File: src/rtl/cache_pkg.sv
// rtl/cache_pkg.sv - shared state encoding and field-width helpers for the read cache
package cache_pkg;

  typedef enum logic [2:0] {
    IDLE,
    LOOKUP,
    REFILL_REQ,
    REFILL_DATA,
    RESPOND
  } cache_state_e;

  // ceil(log2(n)); 0 when n <= 1
  function automatic int log2c(input int n);
    int r;
    r = 0;
    for (int i = 0; i < 32; i++) begin
      if ((1 << r) < n) r++;
    end
    return r;
  endfunction

  // width of an index register; never narrower than one bit
  function automatic int idx_bits(input int n);
    return (n > 1) ? log2c(n) : 1;
  endfunction

  // tag width left over once set, word and byte fields are carved out
  function automatic int tag_bits(input int addr_bits, input int capacity,
                                  input int words_per_block, input int ways,
                                  input int word_bits);
    return addr_bits - log2c(capacity / words_per_block / ways)
         - log2c(words_per_block) - log2c(word_bits / 8);
  endfunction

endpackage

File: src/rtl/cache_way.sv
// rtl/cache_way.sv - one way of the cache: tag, valid and data storage with compare port
module cache_way
  import cache_pkg::*;
#(
  parameter int SET_COUNT       = 8,
  parameter int WORDS_PER_BLOCK = 4,
  parameter int TAG_BITS        = 25,
  parameter int WORD_BITS       = 32,
  localparam int SET_W          = idx_bits(SET_COUNT),
  localparam int WORD_W         = idx_bits(WORDS_PER_BLOCK)
) (
  input  logic                 clk,
  input  logic                 rst_n,
  input  logic                 flush,
  input  logic [SET_W-1:0]     set_idx,
  input  logic [TAG_BITS-1:0]  tag,
  input  logic [WORD_W-1:0]    word_idx,
  output logic                 hit,
  output logic                 valid,
  output logic [WORD_BITS-1:0] rdata,
  input  logic                 wr_en,
  input  logic [WORD_W-1:0]    wr_word,
  input  logic [WORD_BITS-1:0] wdata,
  input  logic                 tag_wr
);

  logic [SET_COUNT-1:0] valid_q;
  logic [TAG_BITS-1:0]  tag_q  [SET_COUNT];
  logic [WORD_BITS-1:0] data_q [SET_COUNT][WORDS_PER_BLOCK];

  // valid bits: cleared by reset or flush, set when the last refill beat lands
  always_ff @(posedge clk) begin
    if (!rst_n || flush) valid_q <= '0;
    else if (tag_wr)     valid_q[set_idx] <= 1'b1;
  end

  // tag and data carry no reset; the valid bit gates every use of them
  always_ff @(posedge clk) begin
    if (tag_wr) tag_q[set_idx] <= tag;
    if (wr_en)  data_q[set_idx][wr_word] <= wdata;
  end

  assign valid = valid_q[set_idx];
  assign hit   = valid && (tag_q[set_idx] == tag);
  assign rdata = data_q[set_idx][word_idx];

endmodule

File: src/rtl/set_assoc_read_cache.sv
// rtl/set_assoc_read_cache.sv - N-way set-associative read-only cache with block refill
module set_assoc_read_cache
  import cache_pkg::*;
#(
  parameter int WORD_CAPACITY   = 64,
  parameter int WORDS_PER_BLOCK = 4,
  parameter int WAY_COUNT       = 2,
  parameter int ADDR_BITS       = 32,
  parameter int WORD_BITS       = 32
) (
  input  logic                 clk_i,
  input  logic                 rst_ni,
  input  logic                 flush_i,
  input  logic                 req_valid_i,
  output logic                 req_ready_o,
  input  logic [ADDR_BITS-1:0] req_addr_i,
  output logic                 resp_valid_o,
  output logic [WORD_BITS-1:0] resp_data_o,
  output logic                 mem_req_valid_o,
  input  logic                 mem_req_ready_i,
  output logic [ADDR_BITS-1:0] mem_req_addr_o,
  input  logic                 mem_rvalid_i,
  input  logic [WORD_BITS-1:0] mem_rdata_i,
  output logic [31:0]          hit_count_o,
  output logic [31:0]          miss_count_o
);

  localparam int SET_COUNT = WORD_CAPACITY / WORDS_PER_BLOCK / WAY_COUNT;
  localparam int SET_FW    = log2c(SET_COUNT);
  localparam int SET_W     = idx_bits(SET_COUNT);
  localparam int WORD_W    = idx_bits(WORDS_PER_BLOCK);
  localparam int BYTE_OFF  = log2c(WORD_BITS / 8);
  localparam int BLK_OFF   = WORD_W + BYTE_OFF;
  localparam int WAY_W     = idx_bits(WAY_COUNT);
  localparam int TAG_BITS  = tag_bits(ADDR_BITS, WORD_CAPACITY, WORDS_PER_BLOCK,
                                      WAY_COUNT, WORD_BITS);
  localparam logic [ADDR_BITS-1:0] BLK_MASK = {ADDR_BITS{1'b1}} << BLK_OFF;

  cache_state_e         state;
  logic [ADDR_BITS-1:0] addr_q;
  logic [TAG_BITS-1:0]  req_tag;
  logic [SET_W-1:0]     set_idx;
  logic [WORD_W-1:0]    word_idx;
  logic [WORD_W-1:0]    beat_cnt;
  logic [WAY_W-1:0]     victim;
  logic [WAY_W-1:0]     victim_q;
  logic [WAY_W-1:0]     rr_q [SET_COUNT];
  logic [WAY_COUNT-1:0] way_hit;
  logic [WAY_COUNT-1:0] way_valid;
  logic [WAY_COUNT-1:0] way_wr;
  logic [WAY_COUNT-1:0] way_tag_wr;
  logic [WORD_BITS-1:0] way_rdata [WAY_COUNT];
  logic                 hit;
  logic [WORD_BITS-1:0] hit_data;
  logic                 all_valid;
  logic                 flush_now;
  logic                 beat_we;

  assign req_tag  = addr_q[ADDR_BITS-1 -: TAG_BITS];
  assign word_idx = addr_q[BYTE_OFF +: WORD_W];

  if (SET_FW > 0) begin : g_set
    assign set_idx = addr_q[BLK_OFF +: SET_FW];
  end else begin : g_noset
    assign set_idx = '0;
  end

  assign flush_now    = (state == IDLE) && flush_i;
  assign req_ready_o  = (state == IDLE) && !flush_i;
  assign beat_we      = (state == REFILL_DATA) && mem_rvalid_i;
  // after the last beat the refilled line matches, so RESPOND reuses the hit path
  assign resp_valid_o = ((state == LOOKUP) && hit) || (state == RESPOND);
  assign resp_data_o  = resp_valid_o ? hit_data : '0;

  for (genvar w = 0; w < WAY_COUNT; w++) begin : g_way
    assign way_wr[w]     = beat_we && (victim_q == WAY_W'(w));
    assign way_tag_wr[w] = way_wr[w] && (&beat_cnt);

    cache_way #(
      .SET_COUNT      (SET_COUNT),
      .WORDS_PER_BLOCK(WORDS_PER_BLOCK),
      .TAG_BITS       (TAG_BITS),
      .WORD_BITS      (WORD_BITS)
    ) u_way (
      .clk     (clk_i),
      .rst_n   (rst_ni),
      .flush   (flush_now),
      .set_idx (set_idx),
      .tag     (req_tag),
      .word_idx(word_idx),
      .hit     (way_hit[w]),
      .valid   (way_valid[w]),
      .rdata   (way_rdata[w]),
      .wr_en   (way_wr[w]),
      .wr_word (beat_cnt),
      .wdata   (mem_rdata_i),
      .tag_wr  (way_tag_wr[w])
    );
  end

  // merge the per-way compare results; at most one way can match
  always_comb begin
    hit      = 1'b0;
    hit_data = '0;
    for (int w = 0; w < WAY_COUNT; w++) begin
      if (way_hit[w]) begin
        hit      = 1'b1;
        hit_data = hit_data | way_rdata[w];
      end
    end
  end

  // victim: lowest invalid way, else the set's round-robin pointer
  always_comb begin
    all_valid = &way_valid;
    victim    = rr_q[set_idx];
    for (int w = WAY_COUNT - 1; w >= 0; w--) begin
      if (!way_valid[w]) victim = WAY_W'(w);
    end
  end

  // control FSM with refill request, beat counter, RR pointers and counters
  always_ff @(posedge clk_i) begin
    if (!rst_ni) begin
      state           <= IDLE;
      addr_q          <= '0;
      victim_q        <= '0;
      beat_cnt        <= '0;
      mem_req_valid_o <= 1'b0;
      mem_req_addr_o  <= '0;
      hit_count_o     <= '0;
      miss_count_o    <= '0;
      for (int s = 0; s < SET_COUNT; s++) rr_q[s] <= '0;
    end else begin
      case (state)
        IDLE: begin
          if (!flush_i && req_valid_i) begin
            addr_q <= req_addr_i;
            state  <= LOOKUP;
          end
        end
        LOOKUP: begin
          if (hit) begin
            if (hit_count_o != '1) hit_count_o <= hit_count_o + 32'd1;
            state <= IDLE;
          end else begin
            if (miss_count_o != '1) miss_count_o <= miss_count_o + 32'd1;
            victim_q <= victim;
            // pointer moves only when it actually picked the victim
            if (WAY_COUNT > 1 && all_valid) rr_q[set_idx] <= rr_q[set_idx] + 1'b1;
            mem_req_valid_o <= 1'b1;
            mem_req_addr_o  <= addr_q & BLK_MASK;
            beat_cnt        <= '0;
            state           <= REFILL_REQ;
          end
        end
        REFILL_REQ: begin
          if (mem_req_ready_i) begin
            mem_req_valid_o <= 1'b0;
            state           <= REFILL_DATA;
          end
        end
        REFILL_DATA: begin
          if (mem_rvalid_i) begin
            beat_cnt <= beat_cnt + 1'b1;
            if (&beat_cnt) state <= RESPOND;
          end
        end
        RESPOND: state <= IDLE;
        default: state <= IDLE;
      endcase
    end
  end

endmodule

File: config.mk
export PLATFORM = sky130hd
export DESIGN_NAME = set_assoc_read_cache
export DESIGN_NICKNAME = d
export VERILOG_FILES = /design/src/rtl/cache_pkg.sv /design/src/rtl/cache_way.sv /design/src/rtl/set_assoc_read_cache.sv
export SDC_FILE = /design/constraint.sdc
export NUM_CORES = 2
export LEC_CHECK = 0
export CORE_AREA = 2 2 452 454
export CTS_CLUSTER_DIAMETER = 30
export DETAILED_ROUTE_END_ITERATION = 10
export DIE_AREA = 0 0 454 456
export DONT_BUFFER_PORTS = 1
export HOLD_SLACK_MARGIN = 0.15
export MAX_ROUTING_LAYER = met4
export PLACE_DENSITY_LB_ADDON = 0.15
export SLEW_MARGIN = 20
export SYNTH_ARGS = -nofsm -noshare
export SYNTH_HDL_FRONTEND = slang
export SYNTH_SLANG_ARGS = --single-unit
File: constraint.sdc
create_clock -name clk_i -period 4.55 [get_ports clk_i]
set_input_delay 0.455 -clock clk_i [delete_from_list [all_inputs] [get_ports clk_i]]
set_output_delay 0.455 -clock clk_i [all_outputs]
set_load 0.02 [all_outputs]
==> flow_summary.ini <==
[status]
status = finished with violations
violations = setup timing

[cts]
cts_sinks = 2604
clk_pin_slew_ns = 0.04
tritoncts = built
cts_buffer_depth = 4
clk-insertion-delay-late_ns = 0.94
htreeDepth = 6
cts_buffers = 533
cts_root_buffer = clkbuf_16

[yosys]
synth_top_area_cell = edfxtp_1
synthMostInstantiatedCell = edfxtp_1
synth_seq_cells = 2604
syn_inst = 4596
synth_warnings = 0
yosysUniqueCellTypes = 63
syn_area_mm2 = 0.1004
yosys-top-cells-count = edfxtp_1 (2448), mux4_2 (712), mux2i_1 (166)
ys_top_cells_by_area = edfxtp_1 (73%), mux4_2 (16%), dfxtp_1 (3.1%), mux2i_1 (1.7%), nand2_1 (0.60%)
avgSynthCellArea_um2 = 21.84
synth-seq-area-share = 0.7633
synth-main-ff-cell = edfxtp_1
synth_edf_count = 2448
synth_top_area_frac = 0.7322
synth-async-reset-ratio = 0

[placed_design]
numPortBuffers = 0
placedCellCount = 7287
place_congestion = 0.7973
post-dp-hpwl_um = 138600

[die]
io-pin-count = 201
die_area_mm2 = 0.2070
fp.dieH_um = 456
die_w_um = 454
num_rows = 165
core-area_mm2 = 0.2017
initial_utilization = 0.4978

[detailed_routing]
first_pass_iters = 6
via_per_inst = 6.044
ant_nets = 0
totalWireLength_um = 258300
vias = 50848
wl_per_cell_um = 30.70
drtIter0Drc = 5741
drc = 0

[setup_path]
critical_path.slowest_cell = mux4_2
cp.required_ns = 4.09
worstPathCellList = buf_12 -> buf_6 -> mux4_2 -> mux2i_2 -> xor2_1 -> nand4_1 -> nor4_4 -> nand4_4 -> buf_12 -> a21oi_4 -> o21bai_4 -> buf_12 -> buf_12 -> nor2_2 -> buf_4
cp_max_fo = 7
crit_family = buffers and inverters
critPathLaunchType = flop
path_buf_inv = 6
cp_common_cell = buf_12
cp-end-kind = output port
critical_path_arrival_ns = 4.42
critical_path_class = reg -> out
slowest_delay_ns = 0.51

[worst_hold_path]
min_path_type = in -> reg

[layout]
nets = 5409
final_layout_size_suffix_gt1_frac = 0.3497
synthToLayoutAreaGrowth_pct = 25.98
finish.utilization = 0.6271
post_layout_nonfiller_instances = 8413
fillCellCount = 13445

[timing]
finalSetupViolCount = 33
fmax_mhz = 204.9
slew_headroom = 0.2547
slew_viol_final = 0
hold_viol = 0
tightest_slew_ns = 1.108
finalClockSkew_ns = 0.05532
period_share = 1.072
rsz0062_at_grt = true
fin_ws_ns = -0.3297
period_minus_slack_ns = 4.880

[flow_run]
drv_cap = 0

[global_route]
antenna_found_initial = 4
grt_pass1_wl_um = 369400
grt_use_total = 0.2572
grt_max_degree = 128
overflow = 0
grt_pass1_vias = 51850

[power_and_ir_drop]
peakVddDrop_mv = 0.4345
p_leak_nw = 40.11
power_density_mw_per_mm2 = 524.6
kinds of logic (layout without fill, tap and decap cells):
family          after synthesis  after routing  share of synthesized area
simple gates                534            534                    0.02522
xor+xnor                     58             58                   0.005060
buf+inv                     266           1402                    0.01199
other cells                   1              9                 0.00003735
flops                      2604           2604                     0.7633
compound gates              234            235                    0.01569
fa+ha+maj                     6              6                  0.0007477
mux                         893            893                     0.1780
final cells by class:
type                       count  area [um^2]  share of cell area
timing repair buffer         445         5431             0.04294
tap                         2672         3343             0.02643
sequential                  2604        76650              0.6060
clock buffer                 604        13890              0.1098
antenna                        5        12.51          0.00009892
inverter                      19        72.57           0.0005738
multi-input combinational   1730        23460              0.1855
clock inverter               334         3617             0.02860
final timing paths:
kind | end | from | depth (start not counted) | slack, ns
hold reg to reg | g_way[1].u_way.valid_q[5]$_SDFFE_PP0P_ | g_way[1].u_way.valid_q[5]$_SDFFE_PP0P_ | 2 | 0.47
setup / recovery | resp_data_o[3] | flop | 15 | -0.33
setup reg to reg | hit_count_o[21]$_SDFFE_PN0P_ | flop | 16 | 0.18
hold / removal | g_way[1].u_way.valid_q[5]$_SDFFE_PP0P_ | flush_i | 3 | 0.24
where the power goes:
part           switching [W]  internal, W
logic                0.00132      0.00101
registers          0.0000692       0.0263
clock network         0.0122       0.0255
registers in the layout, indices dropped and copies added (netlist names), named ones only:
name,count
g_way.u_way.data_q,2048
g_way.u_way.tag_q,400
hit_count_o,32
miss_count_o,32
addr_q,30
mem_req_addr_o,28
g_way.u_way.valid_q,16
rr_q,8
state,3
beat_cnt,2
mem_req_valid_o,1
victim_q,1
worst reg2reg max path, delay by kind of cell (launching register included):
kind / cells / cell delay, ns
buffers and inverters: 7 / 1.59
AO/OA/AOI/OAI: 3 / 0.56
flip-flops: 1 / 0.43
AND/OR/NAND/NOR: 3 / 0.69
multiplexers: 2 / 0.69
XOR/XNOR: 1 / 0.29
cell usage in the layout (no fill, tap or decap), types with 24 or more instances in the layout:
master / instances
o21ai_0: 43
nor2_4: 80
nand2_1: 159
nor2_1: 70
o22a_1: 24
buf_16: 41
clkinv_1: 86
mux4_2: 712
clkinv_2: 84
buf_4: 195
buf_12: 60
clkbuf_16: 549
a21oi_1: 73
edfxtp_1: 2448
inv_6: 25
clkinvlp_4: 45
dfxtp_1: 151
clkbuf_1: 56
xor2_1: 34
dlygate4sd3_1: 113
nand3_1: 62
bufinv_16: 66
mux2i_1: 159
buf_6: 29
what timing repair did:
item / CTS / global route
cloned: 6 / 4
buffers inserted: 19 / 13
pin swaps: 14 / 21
setup endpoints to repair: 33 / 34
endpoints found under the hold margin: 2161 / 0
hold buffers: 146 / 0
resized for setup: 66 / 62
metal layers:
| metal | GRT usage | vias to the layer above | part of all wire |
|---|---|---|---|
| met5 | - | - | 0 |
| met4 | 0.07105 | 0 | 0.023 |
| met1 | 0.3521 | 27362 | 0.41 |
| li1 | - | 21033 | - |
| met3 | 0.04697 | 425 | 0.069 |
| met2 | 0.4004 | 2028 | 0.50 |
metrics by stage:
step / hold WS, ns / worst slack, ns / TNS (ns) / power (W) / instance area, um^2
after global routing: 0.2201 / -0.4455 / -13.12 / 0.06808 / 126500
after global placement: 0.4431 / 0.04197 / 0 / 0.02853 / 105800
after detailed placement: 0.4538 / -0.01189 / -0.01189 / 0.02854 / 105800
after CTS: 0.1602 / -0.3916 / -11.86 / 0.06677 / 126000
after floorplan: 0.4316 / 0.3354 / 0 / 0.02794 / 100400
final: 0.2414 / -0.3297 / -9.174 / 0.06635 / 126500
Power figures use the tool's default switching activity.
